$ cat config.mk
export PLATFORM = sky130hd
export DESIGN_NAME = cla_word_sequencer_flat
export DESIGN_NICKNAME = d
export VERILOG_FILES = /design/src/rtl/cla_word_sequencer_if.sv /design/src/rtl/cla_word_sequencer.sv /design/src/flat_wrapper.sv
export SDC_FILE = /design/constraint.sdc
export NUM_CORES = 1
export LEC_CHECK = 0
export BUFFER_PORTS_ARGS = -buffer_cell sky130_fd_sc_hd__buf_2
export CORE_ASPECT_RATIO = 0.7
export CORE_MARGIN = 2
export CORE_UTILIZATION = 40
export DETAILED_ROUTE_END_ITERATION = 8
export GPL_ROUTABILITY_DRIVEN = 0
export GPL_TIMING_DRIVEN = 0
export SLEW_MARGIN = 20
export SYNTH_ARGS = -nofsm -noshare
export SYNTH_HDL_FRONTEND = slang
export SYNTH_SLANG_ARGS = --single-unit
$ cat constraint.sdc
create_clock -name clk -period 4.4 [get_ports clk]
set_input_delay 0 -clock clk [delete_from_list [all_inputs] [get_ports clk]]
set_output_delay 0 -clock clk [all_outputs]
set_load 0.02 [all_outputs]
$ cat src/rtl/cla_word_sequencer_if.sv
// Request/result bundle between a requester and cla_word_sequencer.
//   start/sub/cin/a/b : request fields, driven by the requester (master)
//   busy/done/s/cout/ovf : status and result, driven by the sequencer (slave)
interface cla_word_sequencer_if #(
    parameter int unsigned NBIT   = 4,
    parameter int unsigned NWORDS = 4
);
    localparam int unsigned W = NBIT * NWORDS;

    logic         start;
    logic         sub;
    logic         cin;
    logic [W-1:0] a;
    logic [W-1:0] b;
    logic         busy;
    logic         done;
    logic [W-1:0] s;
    logic         cout;
    logic         ovf;

    modport master (
        output start, sub, cin, a, b,
        input  busy, done, s, cout, ovf
    );

    modport slave (
        input  start, sub, cin, a, b,
        output busy, done, s, cout, ovf
    );
endinterface

$ cat src/rtl/cla_word_sequencer.sv
// Multi-word add/subtract sequencer driving one narrow carry-lookahead adder.
// Operands of NBIT*NWORDS bits are processed one NBIT word per cycle, LSW
// first, with the inter-word carry kept in a register.
//   clk, rst_n : clock, async active-low reset
//   bus        : request/result bundle (slave side), see cla_word_sequencer_if

// Combinational NBIT-wide carry-lookahead adder.
//   a, b, cin : operands and carry in
//   sum_c     : sum word
//   cout_c    : carry out of the top bit
module cla_adder #(
    parameter int unsigned NBIT = 4
) (
    input  logic [NBIT-1:0] a,
    input  logic [NBIT-1:0] b,
    input  logic            cin,
    output logic [NBIT-1:0] sum_c,
    output logic            cout_c
);
    logic [NBIT-1:0] gen_c;
    logic [NBIT-1:0] prop_c;
    logic [NBIT:0]   carry_c;
    logic            term_c;

    assign gen_c  = a & b;
    assign prop_c = a ^ b;

    // Each carry is a flat sum-of-products of generate/propagate terms and cin,
    // so no carry depends on a lower carry.
    always_comb begin
        carry_c    = '0;
        term_c     = 1'b0;
        carry_c[0] = cin;
        for (int i = 0; i < int'(NBIT); i++) begin
            term_c = cin;
            for (int j = 0; j <= i; j++) begin
                term_c = term_c & prop_c[j];
            end
            carry_c[i+1] = term_c;
            for (int k = 0; k <= i; k++) begin
                term_c = gen_c[k];
                for (int j = k + 1; j <= i; j++) begin
                    term_c = term_c & prop_c[j];
                end
                carry_c[i+1] = carry_c[i+1] | term_c;
            end
        end
    end

    assign sum_c  = prop_c ^ carry_c[NBIT-1:0];
    assign cout_c = carry_c[NBIT];
endmodule

module cla_word_sequencer #(
    parameter int unsigned NBIT   = 4,
    parameter int unsigned NWORDS = 4
) (
    input  logic                 clk,
    input  logic                 rst_n,
    cla_word_sequencer_if.slave  bus
);
    localparam int unsigned W    = NBIT * NWORDS;
    localparam int unsigned IDXW = $clog2(NWORDS);

    typedef enum logic {
        IDLE = 1'b0,
        RUN  = 1'b1
    } state_e;

    state_e            state_q, state_d;
    logic [IDXW-1:0]   idx_q, idx_d;
    logic              carry_q, carry_d;
    logic              sub_q, sub_d;
    logic [W-1:0]      a_q, a_d;
    logic [W-1:0]      b_q, b_d;
    logic [W-1:0]      s_q, s_d;
    logic              busy_q, busy_d;
    logic              done_q, done_d;
    logic              cout_q, cout_d;
    logic              ovf_q, ovf_d;

    logic [NBIT-1:0]   op_a_c;
    logic [NBIT-1:0]   op_b_c;
    logic [NBIT-1:0]   sum_c;
    logic              add_cout_c;
    logic              last_c;

    // Current word selection; B is inverted in subtract mode (A + ~B + 1).
    assign last_c = (idx_q == IDXW'(NWORDS - 1));
    assign op_a_c = a_q[idx_q*NBIT +: NBIT];
    assign op_b_c = sub_q ? ~b_q[idx_q*NBIT +: NBIT] : b_q[idx_q*NBIT +: NBIT];

    cla_adder #(
        .NBIT (NBIT)
    ) u_cla (
        .a      (op_a_c),
        .b      (op_b_c),
        .cin    (carry_q),
        .sum_c  (sum_c),
        .cout_c (add_cout_c)
    );

    // State register.
    always_ff @(posedge clk or negedge rst_n) begin
        if (!rst_n) begin
            state_q <= IDLE;
        end else begin
            state_q <= state_d;
        end
    end

    // Next-state logic.
    always_comb begin
        state_d = state_q;
        case (state_q)
            IDLE: if (bus.start) state_d = RUN;
            RUN:  if (last_c)    state_d = IDLE;
        endcase
    end

    // Datapath and output next values.
    always_comb begin
        idx_d   = idx_q;
        carry_d = carry_q;
        sub_d   = sub_q;
        a_d     = a_q;
        b_d     = b_q;
        s_d     = s_q;
        busy_d  = busy_q;
        done_d  = 1'b0;
        cout_d  = cout_q;
        ovf_d   = ovf_q;
        case (state_q)
            IDLE: begin
                if (bus.start) begin
                    a_d     = bus.a;
                    b_d     = bus.b;
                    sub_d   = bus.sub;
                    carry_d = bus.sub ? 1'b1 : bus.cin;
                    idx_d   = '0;
                    busy_d  = 1'b1;
                end
            end
            RUN: begin
                s_d[idx_q*NBIT +: NBIT] = sum_c;
                carry_d = add_cout_c;
                idx_d   = idx_q + 1'b1;
                if (last_c) begin
                    idx_d  = '0;
                    busy_d = 1'b0;
                    done_d = 1'b1;
                    cout_d = add_cout_c;
                    // Operands share a sign but the result sign differs.
                    ovf_d  = (a_q[W-1] == op_b_c[NBIT-1]) &&
                             (sum_c[NBIT-1] != a_q[W-1]);
                end
            end
        endcase
    end

    // Datapath and output registers.
    always_ff @(posedge clk or negedge rst_n) begin
        if (!rst_n) begin
            idx_q   <= '0;
            carry_q <= 1'b0;
            sub_q   <= 1'b0;
            a_q     <= '0;
            b_q     <= '0;
            s_q     <= '0;
            busy_q  <= 1'b0;
            done_q  <= 1'b0;
            cout_q  <= 1'b0;
            ovf_q   <= 1'b0;
        end else begin
            idx_q   <= idx_d;
            carry_q <= carry_d;
            sub_q   <= sub_d;
            a_q     <= a_d;
            b_q     <= b_d;
            s_q     <= s_d;
            busy_q  <= busy_d;
            done_q  <= done_d;
            cout_q  <= cout_d;
            ovf_q   <= ovf_d;
        end
    end

    assign bus.busy = busy_q;
    assign bus.done = done_q;
    assign bus.s    = s_q;
    assign bus.cout = cout_q;
    assign bus.ovf  = ovf_q;
endmodule

$ cat src/flat_wrapper.sv
// flat-port wrapper written by rule: the top's interface ports become plain ports
module cla_word_sequencer_flat 
#(
    parameter int unsigned NBIT   = 4,
    parameter int unsigned NWORDS = 4
)
  (clk, rst_n, bus_start, bus_sub, bus_cin, bus_a, bus_b, bus_busy, bus_done, bus_s, bus_cout, bus_ovf);
  cla_word_sequencer_if #(.NBIT(NBIT), .NWORDS(NWORDS)) bus_i ();
  input  logic clk;
  input  logic rst_n;
  input wire logic [$bits(bus_i.start)-1:0] bus_start;
  input wire logic [$bits(bus_i.sub)-1:0] bus_sub;
  input wire logic [$bits(bus_i.cin)-1:0] bus_cin;
  input wire logic [$bits(bus_i.a)-1:0] bus_a;
  input wire logic [$bits(bus_i.b)-1:0] bus_b;
  output wire logic [$bits(bus_i.busy)-1:0] bus_busy;
  output wire logic [$bits(bus_i.done)-1:0] bus_done;
  output wire logic [$bits(bus_i.s)-1:0] bus_s;
  output wire logic [$bits(bus_i.cout)-1:0] bus_cout;
  output wire logic [$bits(bus_i.ovf)-1:0] bus_ovf;
  assign bus_i.start = bus_start;
  assign bus_i.sub = bus_sub;
  assign bus_i.cin = bus_cin;
  assign bus_i.a = bus_a;
  assign bus_i.b = bus_b;
  assign bus_busy = bus_i.busy;
  assign bus_done = bus_i.done;
  assign bus_s = bus_i.s;
  assign bus_cout = bus_i.cout;
  assign bus_ovf = bus_i.ovf;
  cla_word_sequencer #(.NBIT(NBIT), .NWORDS(NWORDS)) u_core (.clk(clk), .rst_n(rst_n), .bus(bus_i));
endmodule
==> results.yml, run 1 <==
die:
  die_y_um: 71.8
  io-pin-count: 57
  rows: 24
  die_w_um: 101
  initial_core_util_pct: 41.8
  dieArea_sq_um: 7240
  core_sq_um: 6280
timing:
  rsz0062_at_grt: "no"
  finalCriticalPeriod_ps: 3270
  period_share_pct: 74.4
  skew_ps: 12.7
  slew_headroom_pct: 52.2
  worst_slew_pin_slew_ps: 717
  fmax_ghz: 0.305
  finalSetupTns_ps: 0
  finalHoldViolCount: 0
  hold_ws_ps: 101
  finalSetupViolCount: 0
  maxSlewViolCount: 0
drt:
  first_iter_violations: 54
  viasPerCell: 4.95
  drc: 0
  wire_per_inst_um: 14.6
  firstDrtPassIters: 4
  antenna_left: 0
  num_vias: 1881
  totalWireLength_um: 5560
cts:
  cts_buffer_depth: 2
  insertion_delay_ps: 340
  cts_tree: "done"
  cts_setup_buffers: 0
  ctsRootBufferMaster: "clkbuf_8"
  htree_levels: 3
  path_clk_slew_ps: 70
  cts.sinks: 57
  cts_made_buffers: 9
worst_setup_path:
  crit_path_cell_trace: "clkbuf_1, mux4_1, xor2_1, ha_1, ha_1, o211ai_1, a21boi_0, or4_1, a31oi_1"
  worstSetupPathType: "flop to flop"
  cp.arrival_ps: 3530
  critPathTopFamily: "compound AO/OA/AOI/OAI gates"
  crit_path_frequent_cell: "ha_1"
  critPathMaxStageDelay_ps: 510
  crit_fanout: 9
  required_ps: 4650
  slowest_stage: "or4_1"
  critPathCaptureType: "flop"
  path_buf_inv: 1
  start_kind: "flop"
pwr:
  power.density_nw_per_um2: 845
  power.leakage_nw: 1.65
  finalPower_mw: 3.02
  ir_drop_mv: 0.310
logic_synthesis:
  syn_nets: 244
  synth-seq-cells: 57
  ys_seq_area_share_pct: 54.3
  synth_area_sq_um: 2630
  ys_warn_count: 0
  synth_area_per_cell_sq_um: 13.5
  ys_types: 32
  synthCells: 195
grt:
  track_usage_pct: 17.2
  gr-total-overflow: 0
  antenna_found_initial: 0
  first_global_vias: 1934
  grt_max_degree: 58
  grt_first_pass_wirelength_um: 9320
final_layout:
  fin_util_pct: 56.9
  fillers: 550
  insertedDiodeCount: 0
  final_layout_size_suffix_gt1_share_pct: 38.1
  nNetsFinal: 346
  area_delta_synth_final_pct: 36.0
place:
  hpwl_um: 3840
  io_buffers: 56
flow_run:
  max-cap-violations: 0
status:
  outcome: "finished clean"
worst_hold_path:
  holdCritPathClass: "primary input to flop"
stage by stage:
| stage | setup WS (ps) | area (sq um) | instances |
|---|---|---|---|
| 2_1_floorplan | 1540 | 2630 | 195 |
| 5_1_grt | 925 | 3570 | 380 |
| 3_3_place_gp | 1210 | 3000 | 329 |
| 4_1_cts | 1150 | 3570 | 380 |
| 6_report | 1130 | 3570 | 380 |
| 3_5_place_dp | 1190 | 3010 | 329 |
what timing repair did:
item	in CTS	in global routing
endpoints found under the hold margin	92	0
hold buffers	35	0
gates resized for setup	0	0
path summary, 6_finish.rpt:
| path | to | slack [ps] | cells past startpoint | start |
|---|---|---|---|---|
| max in group asynchronous | u_core.a_q[1]$_DFFE_PN0P_ | 3650 | 2 | rst_n |
| max | u_core.bus.ovf$_DFFE_PN0P_ | 1130 | 9 | u_core.idx_q[1]$_DFFE_PN0P_ |
| min | u_core.carry_q$_DFFE_PN0P_ | 100 | 5 | bus_cin |
| min in group asynchronous | u_core.bus.s[8]$_DFFE_PN0P_ | 270 | 2 | rst_n |
| min reg2reg | u_core.bus.s[5]$_DFFE_PN0P_ | 480 | 2 | u_core.bus.s[5]$_DFFE_PN0P_ |
| max reg2reg | u_core.bus.ovf$_DFFE_PN0P_ | 1130 | 9 | u_core.idx_q[1]$_DFFE_PN0P_ |
area by class of cell:
class	instances	area, sq um	area share [%]
plain buffers	9	36.3	1.02
flip-flops and latches	57	1430	39.9
multi-input cells	126	1150	32.3
inverters	3	11.3	0.315
clock inverters	4	50.0	1.40
well taps	78	97.6	2.73
clock buffers	12	165	4.62
repair buffers	91	633	17.7
state kept, by name, indices dropped and copies added (netlist names):
| register | count |
|---|---|
| u_core.sub_q | 1 |
| u_core.state_q | 1 |
| u_core.bus.cout | 1 |
| u_core.bus.ovf | 1 |
| u_core.a_q | 16 |
| u_core.carry_q | 1 |
| u_core.bus.s | 16 |
| u_core.b_q | 16 |
| u_core.bus.done | 1 |
| u_core.bus.busy | 1 |
| u_core.idx_q | 2 |
cell families (layout without fill, tap and decap cells):
logic type      count (synthesis)  count (layout)  share of synthesized area (%)
xor+xnor                        6               6                           2.00
fa+ha+maj                      12              12                           6.00
compound gates                 27              27                           7.67
flops                          57              57                           54.3
mux                            42              42                           21.6
simple gates                   39              39                           6.62
buf+inv                        12             119                           1.81
where the power goes:
| group | switching (mW) | leakage (nW) | internal [mW] |
|---|---|---|---|
| combinational | 0.897 | 0.841 | 0.697 |
| sequential | 0.137 | 0.704 | 0.769 |
| clock | 0.212 | 0.105 | 0.307 |
synthesized netlist by cell type:
master / n / area [sq um]
mux2_2: 34 / 383
a21oi_1: 2 / 10.0
nand2_1: 14 / 52.6
ha_1: 11 / 138
nand2b_1: 2 / 12.5
inv_1: 3 / 11.3
or3_1: 1 / 6.26
mux4_1: 1 / 26.3
nor2b_1: 2 / 12.5
a21boi_0: 1 / 7.51
and3b_1: 1 / 8.76
a31oi_1: 1 / 6.26
o211ai_1: 2 / 15.0
mux4_2: 7 / 158
fa_1: 1 / 20.0
a32o_1: 1 / 10.0
nor2_1: 14 / 52.6
o31ai_1: 5 / 37.5
o21ai_0: 4 / 20.0
nand3_1: 2 / 10.0
dfrtp_1: 57 / 1430
and2_1: 1 / 6.26
clkbuf_1: 6 / 22.5
or4_1: 1 / 7.51
buf_1: 1 / 3.75
xnor2_1: 2 / 17.5
o41ai_1: 2 / 17.5
buf_2: 2 / 10.0
xor2_1: 4 / 35.0
nor3_1: 1 / 5.00
o21a_1: 1 / 7.51
a22o_1: 8 / 70.1
worst reg2reg max path, stage by stage (launching register included):
cell and delay (ps):
dfrtp_1 400, clkbuf_1 490, mux4_1 430, xor2_1 290, ha_1 300, ha_1 190, o211ai_1 200, a21boi_0 220
or4_1 510, a31oi_1 170
routing by layer:
layer / global-route usage, % / up-vias / routed length (um)
met5: 0 / - / 0
met4: 4.11 / 0 / 25
met3: 6.93 / 4 / 266
met2: 25.5 / 47 / 2450
met1: 23.7 / 922 / 2820
li1: - / 908 / -
placed cells by master (no fill, tap or decap), drive strengths merged, types with 2 or more instances in the layout:
cell / count
o211ai: 2
mux2: 34
inv: 3
nand2: 14
nand3: 2
buf: 59
mux4: 8
xor2: 4
dfrtp: 57
clkbuf: 18
a22o: 8
a21oi: 2
nor2b: 2
o21ai: 4
o31ai: 5
dlygate4sd3: 35
clkinvlp: 2
o41ai: 2
ha: 11
xnor2: 2
nand2b: 2
nor2: 14
Note: power is estimated with default switching activity, not from simulation.
==> run 2: changes to the inputs <==
==> constraint.sdc (replaced) <==
create_clock -name clk -period 3.3 [get_ports clk]
set_input_delay 0 -clock clk [delete_from_list [all_inputs] [get_ports clk]]
set_output_delay 0 -clock clk [all_outputs]
set_load 0.02 [all_outputs]
==> results.yml, run 2 (synthesis gave the netlist of run 1 again) <==
worst_hold_path:
  hold_path_depth: 5
  holdPathEnd: "u_core.carry_q$_DFFE_PN0P_"
  holdCritPathClass: "primary input to flop"
  worstHoldStart: "bus_cin"
cts:
  htree_levels: 3
  cts_tree: "done"
  insertion_delay_ps: 330
  cts.sinks: 57
  ctsRootBufferMaster: "clkbuf_8"
  path_clk_slew_ps: 60
  cts_buffer_depth: 2
  cts_made_buffers: 9
timing:
  fmax_ghz: 0.327
  finalSetupTns_ps: 0
  maxSlewViolCount: 0
  finalCriticalPeriod_ps: 3060
  finalHoldViolCount: 0
  rsz0062_at_grt: "no"
  period_share_pct: 92.6
  slew_headroom_pct: 52.2
  worst_slew_pin_slew_ps: 718
  finalSetupViolCount: 0
  skew_ps: 11.7
drt:
  drc: 0
  met1_length_um: 2810
  wl_met3_um: 266
  totalWireLength_um: 5540
  first_iter_violations: 63
  antenna_left: 0
  firstDrtPassIters: 4
  viasPerCell: 4.94
  wire_per_inst_um: 14.6
  met2WireLength_um: 2440
  highest_layer: "met4"
  num_vias: 1877
die:
  initial_core_util_pct: 41.8
  die_w_um: 101
  io-pin-count: 57
  die_y_um: 71.8
  rows: 24
  core_sq_um: 6280
  dieArea_sq_um: 7240
grt:
  grt_max_degree: 58
  grt_first_pass_wirelength_um: 9320
  first_global_vias: 1934
  gr-total-overflow: 0
  antenna_found_initial: 0
  track_usage_pct: 17.2
pwr:
  finalPower_mw: 4.02
  p_int_mw: 2.37
  p_switching_mw: 1.66
  ir_drop_mv: 0.410
  power.density_nw_per_um2: 1120
  seq_power_share_pct: 30.0
  p_clk_share_pct: 17.1
  pwr-share-comb_pct: 52.8
  switching_share_pct: 41.1
  power.leakage_nw: 1.65
worst_setup_path:
  worstSetupPathType: "flop to flop"
  cp-startpoint: "u_core.idx_q[0]$_DFFE_PN0P_"
  rr_startpoint: "u_core.idx_q[0]$_DFFE_PN0P_"
  start_kind: "flop"
  required_ps: 3550
  reg2reg_slack_ps: 240
  critPathCaptureType: "flop"
  worstReg2RegEnd: "u_core.bus.ovf$_DFFE_PN0P_"
  crit_fanout: 8
  rr_worst_depth: 8
  cp.arrival_ps: 3310
final_layout:
  insertedDiodeCount: 0
  final_cell_mix: "buf_2 (56), dfrtp_1 (56), dlygate4sd3_1 (35), mux2_2 (34)"
  final_layout_size_suffix_gt1_share_pct: 38.7
  area_delta_synth_final_pct: 36.2
  nNetsFinal: 346
flow_run:
  max-cap-violations: 0
status:
  outcome: "finished clean"
place:
  io_buffers: 56
  hpwl_um: 3840
[run 2: changes by cell type in the layout (fill, tap and decap cells not counted)]
cell | before | now
clkbuf_1 | 6 | 5
dfrtp_1 | 57 | 56
clkbuf_4 | 0 | 1
dfrtp_2 | 0 | 1
buf_2 | 57 | 56
clkbuf_2 | 0 | 1
[run 2: metrics by stage]
stage | hold slack [ps] | util [%] | std cells | setup slack (ps) | instance area, sq um
global route | 154 | 57.0 | 380 | 69.9 | 3580
CTS | 84.0 | 56.9 | 380 | 53.5 | 3570
floorplan | -296 | - | 195 | 438 | 2630
global placement | 232 | 47.9 | 329 | 111 | 3000
finish | 99.9 | 57.0 | 380 | 245 | 3580
detailed placement | 108 | 47.9 | 329 | 89.5 | 3010
[run 2: layout make-up]
cell class / instances / area [sq um]
clock buffers: 12 / 165
plain buffers: 9 / 40.0
multi-input cells: 126 / 1150
inverters: 3 / 11.3
well taps: 78 / 97.6
repair buffers: 91 / 633
fillers: 549 / 2700
clock inverters: 4 / 50.0
flip-flops and latches: 57 / 1430
[run 2: repair_timing]
item,in CTS,in global routing
hold buffers,35,0
setup buffers,0,0
setup endpoints to repair,0,1
resized for setup,0,4
endpoints found under the hold margin,92,0
[run 2: power groups by stage]
stage	clock (mW)	sequential (mW)	combinational, mW
floorplan	0	1.28	1.45
global placement	0	1.21	2.08
detailed placement	0	1.23	2.10
CTS	0.711	1.21	2.15
global route	0.745	1.26	2.34
finish	0.690	1.21	2.13
[run 2: worst max path at each step]
stage	end	slack, ps	cells after the start
floorplan	u_core.bus.ovf$_DFFE_PN0P_	440	8
global placement	u_core.bus.ovf$_DFFE_PN0P_	110	9
detailed placement	u_core.bus.ovf$_DFFE_PN0P_	90	9
CTS	u_core.bus.ovf$_DFFE_PN0P_	50	9
global route	u_core.bus.ovf$_DFFE_PN0P_	70	8
finish	u_core.bus.ovf$_DFFE_PN0P_	240	8
[run 2: per-layer routing]
layer | track usage (%) | vias to the layer above
li1 | - | 909
met2 | 25.5 | 47
met1 | 23.7 | 917
met4 | 4.11 | 0
met5 | 0 | -
met3 | 6.93 | 4
[run 2: worst max-delay path, cell delays in order, from the launching register on]
cell      delay (ps)
dfrtp_2          480
mux4_1           620
xor2_1           290
ha_1             300
ha_1             190
o211ai_1         190
a21boi_0         220
or4_1            510
a31oi_1          170
